===== config.mk =====
export PLATFORM = sky130hd
export DESIGN_NAME = alu_rr_arbiter_flat
export DESIGN_NICKNAME = d
export VERILOG_FILES = /design/src/rtl/alu_arb_pkg.sv /design/src/rtl/alu_rr_arbiter_if.sv /design/src/rtl/alu_tag_fifo.sv /design/src/rtl/alu_rr_arbiter.sv /design/src/flat_wrapper.sv
export SDC_FILE = /design/constraint.sdc
export NUM_CORES = 1
export LEC_CHECK = 0
export CAP_MARGIN = 25
export CORE_MARGIN = 4
export CORE_UTILIZATION = 33
export DETAILED_ROUTE_END_ITERATION = 6
export GPL_ROUTABILITY_DRIVEN = 0
export HOLD_SLACK_MARGIN = 0.08
export SLEW_MARGIN = 20
export SYNTH_ARGS = -nofsm -noshare
export SYNTH_HDL_FRONTEND = slang
export SYNTH_SLANG_ARGS = --single-unit

===== constraint.sdc =====
create_clock -name clk -period 3.11 [get_ports clk]
set_input_delay 0.311 -clock clk [delete_from_list [all_inputs] [get_ports clk]]
set_output_delay 0.311 -clock clk [all_outputs]
set_load 0.01 [all_outputs]

===== src/rtl/alu_arb_pkg.sv =====
// Shared defaults and types for the round-robin ALU pipeline arbiter.
package alu_arb_pkg;

   localparam int unsigned DEF_NUM_REQ   = 4;
   localparam int unsigned DEF_DATA_W    = 10;
   localparam int unsigned DEF_TAG_DEPTH = 8;
   localparam int unsigned REQ_ID_W      = $clog2(DEF_NUM_REQ);

   typedef logic [REQ_ID_W-1:0]   req_id_t;
   typedef logic [DEF_DATA_W-1:0] word_t;

endpackage


===== src/rtl/alu_rr_arbiter_if.sv =====
// Requester, pipeline and response signals of the arbiter; slave = arbiter side.
interface alu_rr_arbiter_if import alu_arb_pkg::*; #(
   parameter int unsigned NUM_REQ = DEF_NUM_REQ,
   parameter int unsigned DATA_W  = DEF_DATA_W
);

   logic [NUM_REQ*DATA_W-1:0] req_wdata;
   logic [NUM_REQ-1:0]        req_wvalid;
   logic [NUM_REQ-1:0]        req_wready;
   logic [DATA_W-1:0]         m_wdata;
   logic                      m_wvalid;
   logic                      m_wready;
   logic [DATA_W-1:0]         s_rdata;
   logic                      s_rvalid;
   logic                      s_rready;
   logic [DATA_W-1:0]         rsp_rdata;
   logic [NUM_REQ-1:0]        rsp_rvalid;
   logic [NUM_REQ-1:0]        rsp_rready;
   logic                      err_orphan;

   modport slave (
      input  req_wdata, req_wvalid, m_wready, s_rdata, s_rvalid, rsp_rready,
      output req_wready, m_wdata, m_wvalid, s_rready, rsp_rdata, rsp_rvalid, err_orphan
   );

   modport master (
      output req_wdata, req_wvalid, m_wready, s_rdata, s_rvalid, rsp_rready,
      input  req_wready, m_wdata, m_wvalid, s_rready, rsp_rdata, rsp_rvalid, err_orphan
   );

endinterface


===== src/rtl/alu_tag_fifo.sv =====
// In-order FIFO of requester IDs for operations currently inside the pipeline.
module alu_tag_fifo import alu_arb_pkg::*; #(
   parameter int unsigned DEPTH = DEF_TAG_DEPTH,
   parameter int unsigned ID_W  = REQ_ID_W
) (
   input  logic            clk,
   input  logic            reset,
   input  logic            push,
   input  logic [ID_W-1:0] push_id,
   input  logic            pop,
   output logic            full,
   output logic            empty,
   output logic [ID_W-1:0] head
);

   localparam int unsigned AW = $clog2(DEPTH);

   logic [ID_W-1:0] mem [DEPTH];
   logic [AW:0]     wr_ptr;
   logic [AW:0]     rd_ptr;
   logic            do_push;
   logic            do_pop;

   // Extra pointer MSB distinguishes full from empty when addresses match.
   assign full    = (wr_ptr[AW] != rd_ptr[AW]) && (wr_ptr[AW-1:0] == rd_ptr[AW-1:0]);
   assign empty   = (wr_ptr == rd_ptr);
   assign head    = mem[rd_ptr[AW-1:0]];
   assign do_push = push && !full;
   assign do_pop  = pop && !empty;

   always_ff @(posedge clk) begin
      if (reset) begin
         wr_ptr <= '0;
         rd_ptr <= '0;
      end else begin
         if (do_push) wr_ptr <= wr_ptr + (AW+1)'(1);
         if (do_pop)  rd_ptr <= rd_ptr + (AW+1)'(1);
      end
   end

   always_ff @(posedge clk) begin
      if (do_push) mem[wr_ptr[AW-1:0]] <= push_id;
   end

endmodule


===== src/rtl/alu_rr_arbiter.sv =====
// Round-robin issue of requester words into the shared ALU pipeline, with
// in-order routing of results back to the issuing requester.
module alu_rr_arbiter import alu_arb_pkg::*; #(
   parameter int unsigned NUM_REQ   = DEF_NUM_REQ,
   parameter int unsigned DATA_W    = DEF_DATA_W,
   parameter int unsigned TAG_DEPTH = DEF_TAG_DEPTH
) (
   input logic             clk,
   input logic             reset,
   alu_rr_arbiter_if.slave bus
);

   localparam int unsigned ID_W = $clog2(NUM_REQ);

   logic [ID_W-1:0]   last_grant;
   logic [ID_W-1:0]   winner;
   logic [ID_W-1:0]   head;
   logic [DATA_W-1:0] win_word;
   logic [DATA_W-1:0] m_wdata_q;
   logic              m_wvalid_q;
   logic              err_q;
   logic              found;
   logic              slot_free;
   logic              capture;
   logic              tag_full;
   logic              tag_empty;
   logic              s_ready;

   // Priority search: requesters above last_grant first, then wrap to the rest.
   always_comb begin
      found    = 1'b0;
      winner   = '0;
      win_word = '0;
      for (int unsigned i = 0; i < NUM_REQ; i++) begin
         if (!found && bus.req_wvalid[i] && (ID_W'(i) > last_grant)) begin
            found    = 1'b1;
            winner   = ID_W'(i);
            win_word = bus.req_wdata[i*DATA_W +: DATA_W];
         end
      end
      for (int unsigned i = 0; i < NUM_REQ; i++) begin
         if (!found && bus.req_wvalid[i] && (ID_W'(i) <= last_grant)) begin
            found    = 1'b1;
            winner   = ID_W'(i);
            win_word = bus.req_wdata[i*DATA_W +: DATA_W];
         end
      end
   end

   assign slot_free = !m_wvalid_q || bus.m_wready;
   assign capture   = slot_free && !tag_full && found;
   assign s_ready   = bus.rsp_rready[head] && !tag_empty;

   assign bus.req_wready = capture ? (NUM_REQ'(1) << winner) : '0;
   assign bus.m_wdata    = m_wdata_q;
   assign bus.m_wvalid   = m_wvalid_q;
   assign bus.s_rready   = s_ready;
   assign bus.rsp_rdata  = bus.s_rdata;
   assign bus.rsp_rvalid = (bus.s_rvalid && !tag_empty) ? (NUM_REQ'(1) << head) : '0;
   assign bus.err_orphan = err_q;

   // Issue slot, grant pointer and sticky orphan-result flag.
   always_ff @(posedge clk) begin
      if (reset) begin
         m_wvalid_q <= 1'b0;
         m_wdata_q  <= '0;
         last_grant <= ID_W'(NUM_REQ - 1);
         err_q      <= 1'b0;
      end else begin
         if (capture) begin
            m_wvalid_q <= 1'b1;
            m_wdata_q  <= win_word;
            last_grant <= winner;
         end else if (slot_free) begin
            m_wvalid_q <= 1'b0;
         end
         if (bus.s_rvalid && tag_empty) err_q <= 1'b1;
      end
   end

   alu_tag_fifo #(
      .DEPTH (TAG_DEPTH),
      .ID_W  (ID_W)
   ) u_tag_fifo (
      .clk     (clk),
      .reset   (reset),
      .push    (capture),
      .push_id (winner),
      .pop     (bus.s_rvalid && s_ready),
      .full    (tag_full),
      .empty   (tag_empty),
      .head    (head)
   );

endmodule


===== src/flat_wrapper.sv =====
// flat-port wrapper written by rule: the top's interface ports become plain ports
module alu_rr_arbiter_flat import alu_arb_pkg::*;
#(
   parameter int unsigned NUM_REQ   = DEF_NUM_REQ,
   parameter int unsigned DATA_W    = DEF_DATA_W,
   parameter int unsigned TAG_DEPTH = DEF_TAG_DEPTH
)
  (clk, reset, bus_req_wdata, bus_req_wvalid, bus_m_wready, bus_s_rdata, bus_s_rvalid, bus_rsp_rready, bus_req_wready, bus_m_wdata, bus_m_wvalid, bus_s_rready, bus_rsp_rdata, bus_rsp_rvalid, bus_err_orphan);
  alu_rr_arbiter_if #(.NUM_REQ(NUM_REQ), .DATA_W(DATA_W)) bus_i ();
  input logic clk;
  input logic reset;
  input wire logic [$bits(bus_i.req_wdata)-1:0] bus_req_wdata;
  input wire logic [$bits(bus_i.req_wvalid)-1:0] bus_req_wvalid;
  input wire logic [$bits(bus_i.m_wready)-1:0] bus_m_wready;
  input wire logic [$bits(bus_i.s_rdata)-1:0] bus_s_rdata;
  input wire logic [$bits(bus_i.s_rvalid)-1:0] bus_s_rvalid;
  input wire logic [$bits(bus_i.rsp_rready)-1:0] bus_rsp_rready;
  output wire logic [$bits(bus_i.req_wready)-1:0] bus_req_wready;
  output wire logic [$bits(bus_i.m_wdata)-1:0] bus_m_wdata;
  output wire logic [$bits(bus_i.m_wvalid)-1:0] bus_m_wvalid;
  output wire logic [$bits(bus_i.s_rready)-1:0] bus_s_rready;
  output wire logic [$bits(bus_i.rsp_rdata)-1:0] bus_rsp_rdata;
  output wire logic [$bits(bus_i.rsp_rvalid)-1:0] bus_rsp_rvalid;
  output wire logic [$bits(bus_i.err_orphan)-1:0] bus_err_orphan;
  assign bus_i.req_wdata = bus_req_wdata;
  assign bus_i.req_wvalid = bus_req_wvalid;
  assign bus_i.m_wready = bus_m_wready;
  assign bus_i.s_rdata = bus_s_rdata;
  assign bus_i.s_rvalid = bus_s_rvalid;
  assign bus_i.rsp_rready = bus_rsp_rready;
  assign bus_req_wready = bus_i.req_wready;
  assign bus_m_wdata = bus_i.m_wdata;
  assign bus_m_wvalid = bus_i.m_wvalid;
  assign bus_s_rready = bus_i.s_rready;
  assign bus_rsp_rdata = bus_i.rsp_rdata;
  assign bus_rsp_rvalid = bus_i.rsp_rvalid;
  assign bus_err_orphan = bus_i.err_orphan;
  alu_rr_arbiter #(.NUM_REQ(NUM_REQ), .DATA_W(DATA_W), .TAG_DEPTH(TAG_DEPTH)) u_core (.clk(clk), .reset(reset), .bus(bus_i));
endmodule

== Word level (Yosys, flattened, before mapping) ==
Memories as Yosys holds them, arrays and structs flattened. A register that Yosys moved wholly into a read port is not among the register bits.
Index checks and enable logic that the tools add are counted.

* Register bits: 22
* Bits in writable memories: 16
* Word-level logic and storage cells: 92
* Memories: 1

{| class="wikitable"
|+ Memory list
! name !! depth !! width !! read ports !! clocked after Yosys merged registers in !! write ports !! RTL line !! RTL
|-
| u_core.u_tag_fifo.mem || 8 || 2 || 1 || 1 || 1 || alu_tag_fifo.sv:18 || <nowiki>logic [ID_W-1:0] mem [DEPTH];</nowiki>
|}

* Add/subtract/negate cells: 2
* Order comparisons: 9
* Equal/unequal tests: 3
* Shift operators: 2
* Multiplexer cells: 33
* Reduce and logical (&&, ||, !) cells: 36

{| class="wikitable"
|+ Operators with widths
! operator !! count
|-
| two-way mux 10 bit || 8
|-
| logical AND 1 bit || 24
|-
| two-way mux 1 bit || 14
|-
| two-way mux 2 bit || 6
|-
| logical NOT 1 bit || 10
|-
| adder 4 x 1 -> 4 bit (second input constant) || 2
|-
| two-way mux 4 bit || 2
|-
| left shift 1 x 2 -> 4 bit (first input constant) || 2
|-
| two-way mux 3 bit || 2
|-
| == test 4 bit || 1
|-
| > comparator 1 x 2 -> 1 bit (first input constant) || 2
|-
| > comparator 2 bit (first input constant) || 2
|-
| less-or-equal comparator 1 x 2 -> 1 bit (first input constant) || 2
|-
| less-or-equal comparator 2 bit (first input constant) || 2
|-
| == test 3 bit || 1
|-
| less-than comparator 2 x 3 -> 1 bit (second input constant) || 1
|-
| binary-select mux 1 bit (select 2 bit) || 1
|-
| nonzero test 2 bit || 1
|-
| logical OR 1 bit || 1
|-
| != test 1 bit || 1
|}

== Depth between registers and ports, before layout ==
Gate-level depths: netlist of run 1.

* Depth in word-level cells: 35
* Gate-level depth with buffers: 8
* Depth with buffers taken out: 6

== Cells and area by module ==
Synthesis of run 1 repeated with hierarchy kept, for this count alone.

* Cells, all modules: 296
* Area total of the unflattened synthesis: 2,827.7 um^2

{| class="wikitable"
|+ By module, submodules not included
! module !! instances !! cells an instance !! area an instance (um^2) !! seq. area each (um^2)
|-
| alu_rr_arbiter || 1 || 189 || 1,467.7 || 280.3
|-
| alu_tag_fifo || 1 || 107 || 1,360.1 || 700.7
|}

== Worst setup path after synthesis of run 1 ==
No wires, ideal clock.

* Path type: in2out
* Start: input bus_req_wvalid[2]
* End: output bus_req_wready[2]
* Arrival: 1.901 ns
* Data required time: 2.799 ns
* Slack: 0.898 ns
* Stages on the path: 7
* Buffers on the path: 2
* Cell sequence: clkbuf_1 > o21bai_1 > and2_1 > buf_2 > nor4_1 > inv_1 > nor2_1

* Longest elaborated chain between the ends: 25

{| class="wikitable"
|+ RTL lines
! item !! RTL line !! RTL
|-
| start, declared || flat_wrapper.sv:13 || <nowiki>input wire logic [$bits(bus_i.req_wvalid)-1:0] bus_req_wvalid;</nowiki>
|-
| logical AND 1 bit (2 in series) || alu_rr_arbiter.sv:35 || <nowiki>if (!found && bus.req_wvalid[i] && (ID_W'(i) > last_grant)) begin</nowiki>
|-
| two-way mux 1 bit || alu_rr_arbiter.sv:35 ||
|-
| logical NOT 1 bit || alu_rr_arbiter.sv:35 ||
|-
| logical AND 1 bit (2 in series) || alu_rr_arbiter.sv:35 ||
|-
| two-way mux 1 bit || alu_rr_arbiter.sv:35 ||
|-
| logical NOT 1 bit || alu_rr_arbiter.sv:42 || <nowiki>if (!found && bus.req_wvalid[i] && (ID_W'(i) <= last_grant)) begin</nowiki>
|-
| logical AND 1 bit (2 in series) || alu_rr_arbiter.sv:42 ||
|-
| two-way mux 1 bit || alu_rr_arbiter.sv:42 ||
|-
| [5 not listed] || -- ||
|-
| logical AND 1 bit (2 in series) || alu_rr_arbiter.sv:42 ||
|-
| two-way mux 1 bit || alu_rr_arbiter.sv:42 ||
|-
| logical NOT 1 bit || alu_rr_arbiter.sv:42 ||
|-
| logical AND 1 bit (2 in series) || alu_rr_arbiter.sv:42 ||
|-
| two-way mux 2 bit (*) || alu_rr_arbiter.sv:42 ||
|-
| named net u_core.u_tag_fifo.push_id[0] || alu_tag_fifo.sv:9 || <nowiki>input logic [ID_W-1:0] push_id,</nowiki>
|-
| left shift 1 x 2 -> 4 bit (*) || alu_rr_arbiter.sv:54 || <nowiki>assign bus.req_wready = capture ? (NUM_REQ'(1) << winner) : '0;</nowiki>
|-
| two-way mux 4 bit (*) || alu_rr_arbiter.sv:54 ||
|-
| end, declared || flat_wrapper.sv:18 || <nowiki>output wire logic [$bits(bus_i.req_wready)-1:0] bus_req_wready;</nowiki>
|}

Mark *: on every way through the listed nets, which the timed path passes. The rest lies on a longest branch.

== Worst setup path after layout of run 1 ==
* Start: input bus_req_wvalid[3]
* End: output bus_req_wready[0]

* Longest elaborated chain between the ends: 21

{| class="wikitable"
|+ RTL lines
! item !! RTL line
|-
| logical AND 1 bit (2 in series) || alu_rr_arbiter.sv:35
|-
| two-way mux 1 bit || alu_rr_arbiter.sv:35
|-
| logical NOT 1 bit || alu_rr_arbiter.sv:42
|-
| logical AND 1 bit (2 in series) || alu_rr_arbiter.sv:42
|-
| two-way mux 1 bit || alu_rr_arbiter.sv:42
|-
| logical NOT 1 bit || alu_rr_arbiter.sv:42
|-
| logical AND 1 bit (2 in series) || alu_rr_arbiter.sv:42
|-
| two-way mux 1 bit || alu_rr_arbiter.sv:42
|-
| logical NOT 1 bit || alu_rr_arbiter.sv:42
|-
| logical AND 1 bit (2 in series) || alu_rr_arbiter.sv:42
|-
| two-way mux 1 bit || alu_rr_arbiter.sv:42
|-
| logical NOT 1 bit || alu_rr_arbiter.sv:42
|-
| logical AND 1 bit (2 in series) || alu_rr_arbiter.sv:42
|-
| two-way mux 2 bit or two-way mux 1 bit (tied branches) || alu_rr_arbiter.sv:42
|-
| left shift 1 x 2 -> 4 bit or logical AND 1 bit (tied branches) || alu_rr_arbiter.sv:54, alu_rr_arbiter.sv:51
|-
| two-way mux 4 bit (*) || alu_rr_arbiter.sv:54
|}

Mark *: on every way between the ends. The rest lies on a longest branch, timed or not.

==> impl_metrics.py, run 1 <==
metrics = {
    "run_status": {
        "status": "finished clean",
    },
    "critical_path": {
        "path_max_fanout": 11,
        "crit_path_end_kind": "primary output",
        "cp.required_ns": 2.80,
        "worstPathArrival_ns": 2.60,
        "crit_start": "bus_req_wvalid[3]",
        "start_kind": "input pin",
        "worstSetupPathType": "in2out",
    },
    "cells_and_area": {
        "diodes": 0,
        "final-instance-count-excl-fill": 414,
        "seqCellArea_um2": 981,
        "final_cell_area_um2": 3350,
        "area_growth_pct": 38.8,
        "final.fill_count": 659,
        "multi_input_area_um2": 1300,
        "layout-drive-gt1-share": 0.0943,
        "nets": 381,
    },
    "synth": {
        "synthMuxAreaShare": 0.0782,
        "synth_cell_types": 51,
        "synth-xor-area-share": 0.0290,
        "synth_area_leaders": "dfxtp_1 (21%), edfxtp_1 (20%), nor2_1 (5.1%)",
        "yosys_warnings": 0,
        "avgSynthCellArea_um2": 9.70,
        "synth_cells": 249,
        "async_flop_share": 0,
        "ys_seq_elements": 41,
        "synth_common_cells": "nor2_1 (33), dfxtp_1 (25), a21oi_1 (18)",
        "synth_most_common_cell": "nor2_1",
        "yosysTopAreaCell": "dfxtp_1",
        "synthSimpleGateAreaFrac": 0.199,
        "synth_top_area_frac": 0.207,
        "synth_compound_area_frac": 0.218,
        "synth_top_family_by_area": "compound AO/OA/AOI/OAI gates",
        "synth_flop_cell": "dfxtp_1",
        "syn_nets": 313,
        "synthAdderAreaFrac": 0.0104,
        "synth-edff-count": 16,
        "syn_area_um2": 2420,
        "yosysSeqAreaShare": 0.406,
    },
    "power": {
        "power_density_nw_per_um2": 478,
        "report.power.total_mw": 1.60,
        "peakVddDrop_uv": 178,
        "leakage_nw": 1.28,
    },
    "placed_design": {
        "dp_cells": 406,
        "port_buffers": 72,
        "place_area_um2": 3230,
        "dpl.hpwl_um": 5080,
    },
    "clock_tree": {
        "cts_sinks": 41,
        "clockBufferDepth": 2,
        "hold_buffers": 0,
        "cts_resized": 1,
        "clk_latency_ns": 0.28,
        "cts_buffers": 5,
        "cts_post_setup_buffers_inserted": 0,
        "h-tree-depth": 2,
        "cts_tree": "yes",
        "root_buffer": "clkbuf_8",
        "clk_pin_slew_ns": 0.07,
    },
    "sta": {
        "fin_hold_ws_ns": 0.484,
        "finalMaxSlewViolations": 0,
        "hold_viol": 0,
        "fin_crit_sh": 0.935,
        "worst_pin_slew_ns": 0.972,
        "setup_viol": 0,
        "relSlewSlack": 0.350,
        "rsz0062_at_grt": "no",
        "period_needed_ns": 2.91,
        "finClkSkew_ns": 0.00498,
        "max_freq_ghz": 0.344,
        "setup_tns_ns": 0,
    },
    "global_routing": {
        "grt.overflow.total": 0,
        "antenna_found_initial": 0,
        "track_usage": 0.157,
        "grt_pass1_wl_um": 11300,
        "grt_max_degree": 25,
        "first_global_vias": 2357,
    },
    "detailed_routing": {
        "wire_per_inst_um": 16.1,
        "viasPerCell": 5.38,
        "num_vias": 2228,
        "firstDrtPassIters": 5,
        "drcViolationCount": 0,
        "wl_um": 6680,
        "ant_nets": 0,
        "first_iter_violations": 126,
    },
    "floorplanning": {
        "die_w_um": 93.6,
        "ios": 93,
        "dieArea_um2": 8750,
        "core_um2": 6940,
        "fp.dieH_um": 93.6,
        "rows": 30,
        "initial_core_util": 0.348,
    },
    "min_path": {
        "min_from": "u_core.bus.err_orphan",
        "hp-class": "reg2reg",
    },
    "flow_run": {
        "cap_violations": 0,
    },
}
-- per-layer routing --
| metal | track usage | up-vias | routed length [um] |
|---|---|---|---|
| met5 | 0 | - | 0 |
| met4 | 0.0433 | 0 | 53 |
| met3 | 0.0426 | 8 | 574 |
| met2 | 0.269 | 108 | 3210 |
| met1 | 0.195 | 1037 | 2840 |
| li1 | - | 1075 | - |
-- worst max-delay path, stage by stage --
cell and delay [ns]:
clkdlybuf4s50_1 0.53, nand2b_1 0.12, a22oi_1 0.19, nor3b_1 0.09, buf_4 0.19, or3_1 0.30, nor3_1 0.25, clkdlybuf4s50_1 0.59
-- through the flow --
step	util	setup slack, ns
2_1_floorplan	-	0.898
3_3_place_gp	0.465	0.139
3_5_place_dp	0.465	0.173
4_1_cts	0.481	0.0808
5_1_grt	0.483	0.0165
6_report	0.483	0.203
-- registers in the layout (all words and copies together), names as in the netlist, named ones only --
register / count
u_core.u_tag_fifo.rd_ptr: 4
u_core.bus.err_orphan: 1
u_core.last_grant: 2
u_core.u_tag_fifo.mem: 16
u_core.bus.m_wvalid: 1
u_core.u_tag_fifo.wr_ptr: 4
u_core.bus.m_wdata: 10
-- power by group --
| part | leakage (nW) | internal [mW] | switching, mW |
|---|---|---|---|
| Combinational | 0.867 | 0.287 | 0.241 |
| Sequential | 0.353 | 0.614 | 0.0459 |
| Clock | 0.0552 | 0.238 | 0.176 |
| Total | 1.28 | 1.14 | 0.462 |
-- cells by family (layout without fill, tap and decap cells) --
kind of cell               count (synthesis)  count (layout)
and+or+nand+nor                           90              90
muxes                                     11              11
xor gates and xnor gates                   8               8
DFF                                       41              41
buffers and inverters                     28              97
adders and majority gates                  2               2
AOI/OAI and AO/OA                         69              69
-- cell usage in the layout (no fill, tap or decap), drive strengths merged, types with 2 or more instances in the layout --
cell type       n
a211o           8
a211oi         12
a21o            3
a21oi          18
a221oi          7
a222oi          7
and2            2
and2b           2
and3            3
buf            14
clkbuf          6
clkdlybuf4s50  70
dfxtp          25
dlymetal6s2s    2
edfxtp         16
ha              2
inv             3
mux2i           6
mux4            4
nand2          12
nand2b          4
nand3           5
nand3b          5
nand4           4
nor2           33
nor2b           4
nor3            4
nor3b           4
nor4            2
nor4b           3
o22ai           4
o31a            3
xnor2           6
xor2            2
-- final cells by class --
class / count / share of cell area
multi-input combinational: 180 / 0.388
sequential: 41 / 0.293
timing repair buffer: 86 / 0.248
tap: 96 / 0.0358
clock buffer: 6 / 0.0216
clock inverter: 2 / 0.0104
inverter: 3 / 0.00336
-- final timing paths --
check	endpoint	slack, ns	cells past startpoint
max	bus_req_wready[0]	0.20	8
min	u_core.bus.err_orphan	0.48	2
max reg2reg	u_core.u_tag_fifo.rd_ptr[3]	0.70	6
min reg2reg	u_core.bus.err_orphan	0.48	2
Power figures use the tool's default switching activity.
==> inputs of run 2 (changes only) <==
--- a/config.mk
+++ b/config.mk
@@ -6,7 +6,7 @@
 export NUM_CORES = 1
 export LEC_CHECK = 0
 export CAP_MARGIN = 25
-export CORE_MARGIN = 4
+export CORE_MARGIN = 8
 export CORE_UTILIZATION = 33
 export DETAILED_ROUTE_END_ITERATION = 6
 export GPL_ROUTABILITY_DRIVEN = 0
==> impl_metrics.py, run 2 (synthesized netlist as in run 1, its figures left out) <==
metrics = {
    "run_status": {
        "status": "finished clean",
    },
    "clock_tree": {
        "cts_sinks": 41,
        "cts_post_setup_buffers_inserted": 0,
        "h-tree-depth": 2,
        "cts_tree": "yes",
        "clockBufferDepth": 2,
        "root_buffer": "clkbuf_8",
        "hold_buffers": 0,
        "cts_buffers": 5,
        "clk_latency_ns": 0.29,
        "clk_pin_slew_ns": 0.07,
    },
    "cells_and_area": {
        "post-route-util": 0.467,
        "layout-drive-gt1-share": 0.0946,
        "final.fill_count": 687,
        "final-instance-count-excl-fill": 416,
        "area_growth_pct": 38.7,
        "nets": 380,
        "diodes": 0,
        "largest_register_ff_count": 16,
        "final_cell_mix": "clkdlybuf4s50_1 (72), nor2_1 (33), dfxtp_1 (25)",
        "layout_commonest_cell": "clkdlybuf4s50_1",
    },
    "min_path": {
        "hp-class": "reg2reg",
    },
    "critical_path": {
        "start_kind": "input pin",
        "worstReg2RegEnd": "u_core.u_tag_fifo.rd_ptr[3]",
        "path_max_fanout": 8,
        "reg2reg_slack_ns": 0.74,
        "worstPathArrival_ns": 2.63,
        "crit_end": "bus_req_wready[0]",
        "crit_path_top_delay_cell": "clkdlybuf4s50_1",
        "worstSetupPathType": "in2out",
        "critPathMostFrequentCell": "clkdlybuf4s50_1",
        "crit_start": "bus_req_wvalid[1]",
        "crit_path_end_kind": "primary output",
        "path_cells": "clkdlybuf4s50_1, and2b_1, o21bai_1, and2_1, buf_4, or3_1, nor3_1, clkdlybuf4s50_1",
        "cp.required_ns": 2.80,
        "r2r_cells": 6,
        "max_stage_delay_ns": 0.57,
    },
    "sta": {
        "setup_tns_ns": 0,
        "fin_crit_sh": 0.945,
        "setup_viol": 0,
        "finClkSkew_ns": 0.00457,
        "relSlewSlack": 0.639,
        "fin_hold_ws_ns": 0.495,
        "hold_viol": 0,
        "rsz0062_at_grt": "no",
        "finalMaxSlewViolations": 0,
        "max_freq_ghz": 0.340,
        "worst_pin_slew_ns": 0.533,
        "period_needed_ns": 2.94,
    },
    "flow_run": {
        "cap_violations": 0,
    },
    "global_routing": {
        "first_global_vias": 2336,
        "antenna_found_initial": 0,
        "grt_pass1_wl_um": 11600,
        "track_usage": 0.141,
        "grt.overflow.total": 0,
        "grt_max_degree": 25,
    },
    "power": {
        "power_density_nw_per_um2": 479,
        "leakage_nw": 1.25,
        "peakVddDrop_uv": 228,
        "report.power.total_mw": 1.61,
    },
    "floorplanning": {
        "core_um2": 7180,
        "dieArea_um2": 10300,
        "fp.dieH_um": 102,
        "rows": 31,
        "initial_core_util": 0.337,
        "ios": 93,
        "die_w_um": 102,
    },
    "detailed_routing": {
        "firstDrtPassIters": 5,
        "wire_per_inst_um": 16.8,
        "first_iter_violations": 95,
        "viasPerCell": 5.35,
        "wl_um": 6980,
        "ant_nets": 0,
        "drcViolationCount": 0,
        "num_vias": 2226,
    },
    "placed_design": {
        "port_buffers": 72,
        "dpl.hpwl_um": 5470,
        "dp_cells": 408,
    },
}
==> run 2: cell types whose count changed in the layout (fill, tap and decap cells not counted), sizes merged <==
cell and change:
dlymetal6s2s -2, clkdlybuf4s50 +2, buf -1
==> run 2: area by class of cell <==
type	count	area [um2]	share of cell area
Timing Repair Buffer	85	818	0.244
Sequential cell	41	981	0.293
Tap cell	99	124	0.0370
Multi-Input combinational cell	180	1310	0.391
Clock buffer	6	72.6	0.0217
Clock inverter	2	35.0	0.0105
Inverter	3	11.3	0.00336
==> run 2: what timing repair did <==
item	CTS	global route
setup endpoints to repair	0	3
endpoints found under the hold margin	0	0
resized for setup	0	3
==> run 2: worst min-delay path by stage <==
stage                     startpoint                    end  depth (start not counted)
2_1_floorplan                  reset   u_core.last_grant[0]                          1
3_3_place_gp   u_core.bus.err_orphan  u_core.bus.err_orphan                          2
3_5_place_dp   u_core.bus.err_orphan  u_core.bus.err_orphan                          2
4_1_cts        u_core.bus.m_wdata[9]  u_core.bus.m_wdata[9]                          2
5_1_grt        u_core.bus.m_wdata[9]  u_core.bus.m_wdata[9]                          2
6_report       u_core.bus.err_orphan  u_core.bus.err_orphan                          2
==> run 2: metrics by stage <==
step,cell area [um2],setup slack (ns)
floorplan,2420,0.898
global placement,3220,0.177
detailed placement,3220,0.0916
CTS,3330,0.0132
global route,3350,0.0171
finish,3350,0.172
==> run 2: worst max-delay path, delay by kind of cell <==
kind            cells  cell delay (ns)
compound gates      1             0.10
buf+inv             3             1.29
simple gates        4             0.92
==> run 2: layer usage <==
metal / up-vias / share of wire / track usage
met1: 1038 / 0.43 / 0.169
li1: 1080 / - / -
met2: 100 / 0.45 / 0.219
met4: 0 / 0.011 / 0.0389
met5: - / 0 / 0
met3: 8 / 0.11 / 0.0680
==> run 2: where the power goes <==
group | internal (mW) | switching (mW) | total, mW
Clock | 0.238 | 0.178 | 0.416
Combinational | 0.287 | 0.247 | 0.534
Sequential | 0.613 | 0.0425 | 0.656
==> inputs of run 3 (changes only) <==
--- a/config.mk
+++ b/config.mk
@@ -8,10 +8,12 @@
 export CAP_MARGIN = 25
 export CORE_MARGIN = 8
 export CORE_UTILIZATION = 33
+export CTS_CLUSTER_SIZE = 8
 export DETAILED_ROUTE_END_ITERATION = 6
 export GPL_ROUTABILITY_DRIVEN = 0
 export HOLD_SLACK_MARGIN = 0.08
 export SLEW_MARGIN = 20
 export SYNTH_ARGS = -nofsm -noshare
 export SYNTH_HDL_FRONTEND = slang
+export SYNTH_HIERARCHICAL = 1
 export SYNTH_SLANG_ARGS = --single-unit
==> impl_metrics.py, run 3 <==
metrics = {
    "critical_path": {
        "max_stage_delay_ns": 0.54,
        "crit_path_end_kind": "primary output",
        "worstReg2RegEnd": "u_core/u_tag_fifo/rd_ptr[2]",
        "critPathBufInv": 1,
        "path_max_fanout": 5,
        "worstSetupPathType": "reg2out",
        "crit_path_top_delay_cell": "mux4_2",
        "critPathMostFrequentCell": "mux4_2",
        "r2r_cells": 7,
        "crit_cells": 5,
        "crit_family": "multiplexers",
        "start_kind": "flip-flop",
        "reg2reg_slack_ns": 0.41,
        "cp.required_ns": 2.80,
        "worstPathArrival_ns": 2.69,
        "path_cells": "mux4_2, mux2_2, mux4_2, nor2b_1, clkdlybuf4s50_1",
        "crit_end": "bus_s_rready",
    },
    "sta": {
        "max_freq_ghz": 0.333,
        "rsz0062_at_grt": "no",
        "worst_pin_slew_ns": 0.813,
        "finalMaxSlewViolations": 0,
        "setup_viol": 0,
        "hold_viol": 0,
        "period_needed_ns": 3.00,
        "relSlewSlack": 0.456,
        "finClkSkew_ns": 0.0135,
        "fin_ws_ns": 0.107,
        "setup_tns_ns": 0,
        "fin_crit_sh": 0.965,
    },
    "detailed_routing": {
        "first_iter_violations": 67,
        "wl_um": 8190,
        "num_vias": 2538,
        "ant_nets": 0,
        "drcViolationCount": 0,
        "firstDrtPassIters": 4,
        "viasPerCell": 5.39,
        "wire_per_inst_um": 17.4,
    },
    "clock_tree": {
        "cts_buffers": 5,
        "h-tree-depth": 2,
        "cts_resized": 0,
        "root_buffer": "clkbuf_8",
        "hold_buffers": 0,
        "clockBufferDepth": 2,
        "cts_post_setup_buffers_inserted": 0,
        "cts_tree": "yes",
        "cts_sinks": 41,
        "clk_latency_ns": 0.29,
        "clk_pin_slew_ns": 0.08,
    },
    "synth": {
        "synth_area_leaders": "dfxtp_1 (18%), edfxtp_1 (17%), o221ai_2 (4.2%)",
        "synth_common_cells": "dfxtp_1 (25), nor2_1 (22), a21oi_1 (19)",
        "syn_nets": 360,
        "synth_flop_cell": "dfxtp_1",
        "synth_cell_types": 57,
        "synth-edff-count": 16,
        "synth_cells": 296,
        "syn_area_um2": 2830,
        "ys_seq_elements": 41,
        "synth_most_common_cell": "dfxtp_1",
        "yosysTopAreaCell": "dfxtp_1",
        "avgSynthCellArea_um2": 9.55,
        "yosys_warnings": 6,
        "yosysSeqAreaShare": 0.347,
        "async_flop_share": 0,
        "synth_top_area_frac": 0.177,
    },
    "global_routing": {
        "first_global_vias": 2687,
        "track_usage": 0.139,
        "grt_pass1_wl_um": 13400,
        "grt.overflow.total": 0,
        "antenna_found_initial": 0,
        "grt_max_degree": 24,
    },
    "cells_and_area": {
        "seqCellArea_um2": 982,
        "multi_input_area_um2": 1630,
        "final_cell_mix": "clkdlybuf4s50_1 (72), dfxtp_1 (24), nor2_1 (22)",
        "area_growth_pct": 33.9,
        "final-instance-count-excl-fill": 471,
        "final.fill_count": 810,
        "layout-drive-gt1-share": 0.180,
        "diodes": 0,
        "largest_register_ff_count": 16,
        "layout_commonest_cell": "clkdlybuf4s50_1",
        "nets": 429,
    },
    "floorplanning": {
        "core_um2": 8260,
        "dieArea_um2": 11800,
        "die_w_um": 109,
        "fp.dieH_um": 109,
        "rows": 33,
        "ios": 93,
        "initial_core_util": 0.342,
    },
    "power": {
        "report.power.total_mw": 1.69,
        "power_density_nw_per_um2": 447,
        "peakVddDrop_uv": 297,
        "leakage_nw": 1.45,
    },
    "placed_design": {
        "dp_cells": 463,
        "port_buffers": 72,
        "dpl.hpwl_um": 6470,
        "place_ws_ns": 0.286,
    },
    "flow_run": {
        "cap_violations": 0,
    },
    "run_status": {
        "status": "finished clean",
    },
    "min_path": {
        "hp-class": "reg2reg",
        "min_from": "u_core/bus.err_orphan",
    },
}
==> run 3: layout make-up <==
| cell class | instances | share of cell area |
|---|---|---|
| Clock buffer | 5 | 0.0182 |
| Multi-Input combinational cell | 213 | 0.430 |
| Sequential cell | 41 | 0.259 |
| Tap cell | 105 | 0.0347 |
| Timing Repair Buffer | 91 | 0.228 |
| Inverter | 13 | 0.0129 |
| Clock inverter | 3 | 0.0172 |
==> run 3: power by group <==
group          internal, mW  switching, mW
logic                 0.275          0.253
registers             0.610         0.0467
clock network         0.319          0.190
==> run 3: stage by stage <==
step / hold slack [ns] / instance area, um2 / utilization
6_report: 0.476 / 3790 / 0.458
3_5_place_dp: 0.462 / 3650 / 0.442
4_1_cts: 0.483 / 3780 / 0.458
3_3_place_gp: 0.451 / 3650 / 0.442
5_1_grt: 0.528 / 3790 / 0.458
2_1_floorplan: 0.405 / 2830 / -
==> run 3: worst min-delay path by stage <==
stage,end,slack (ns),depth (start not counted)
2_1_floorplan,u_core/last_grant[0],0.41,1
3_3_place_gp,u_core/bus.err_orphan,0.45,2
3_5_place_dp,u_core/bus.err_orphan,0.46,2
4_1_cts,u_core/bus.err_orphan,0.48,2
5_1_grt,u_core/bus.err_orphan,0.53,2
6_report,u_core/bus.err_orphan,0.48,2
==> run 3: logic make-up after synthesis <==
group	share of synthesized area
xor gates and xnor gates	0.0248
and+or+nand+nor	0.204
DFF	0.347
muxes	0.115
buffers and inverters	0.0779
adders and majority gates	0.00885
AOI/OAI and AO/OA	0.223
==> run 3: metal layers <==
layer / up-vias / track usage / share of wire
li1: 1254 / - / -
met1: 1199 / 0.156 / 0.43
met2: 76 / 0.243 / 0.49
met3: 9 / 0.0488 / 0.070
met4: 0 / 0.0371 / 0.011
met5: - / 0 / 0
==> run 3: tightest hold or removal path, cell delays in order, from the launching register on <==
cell	delay, ns
dfxtp_1	0.34
a21oi_1	0.04
nor2_1	0.07
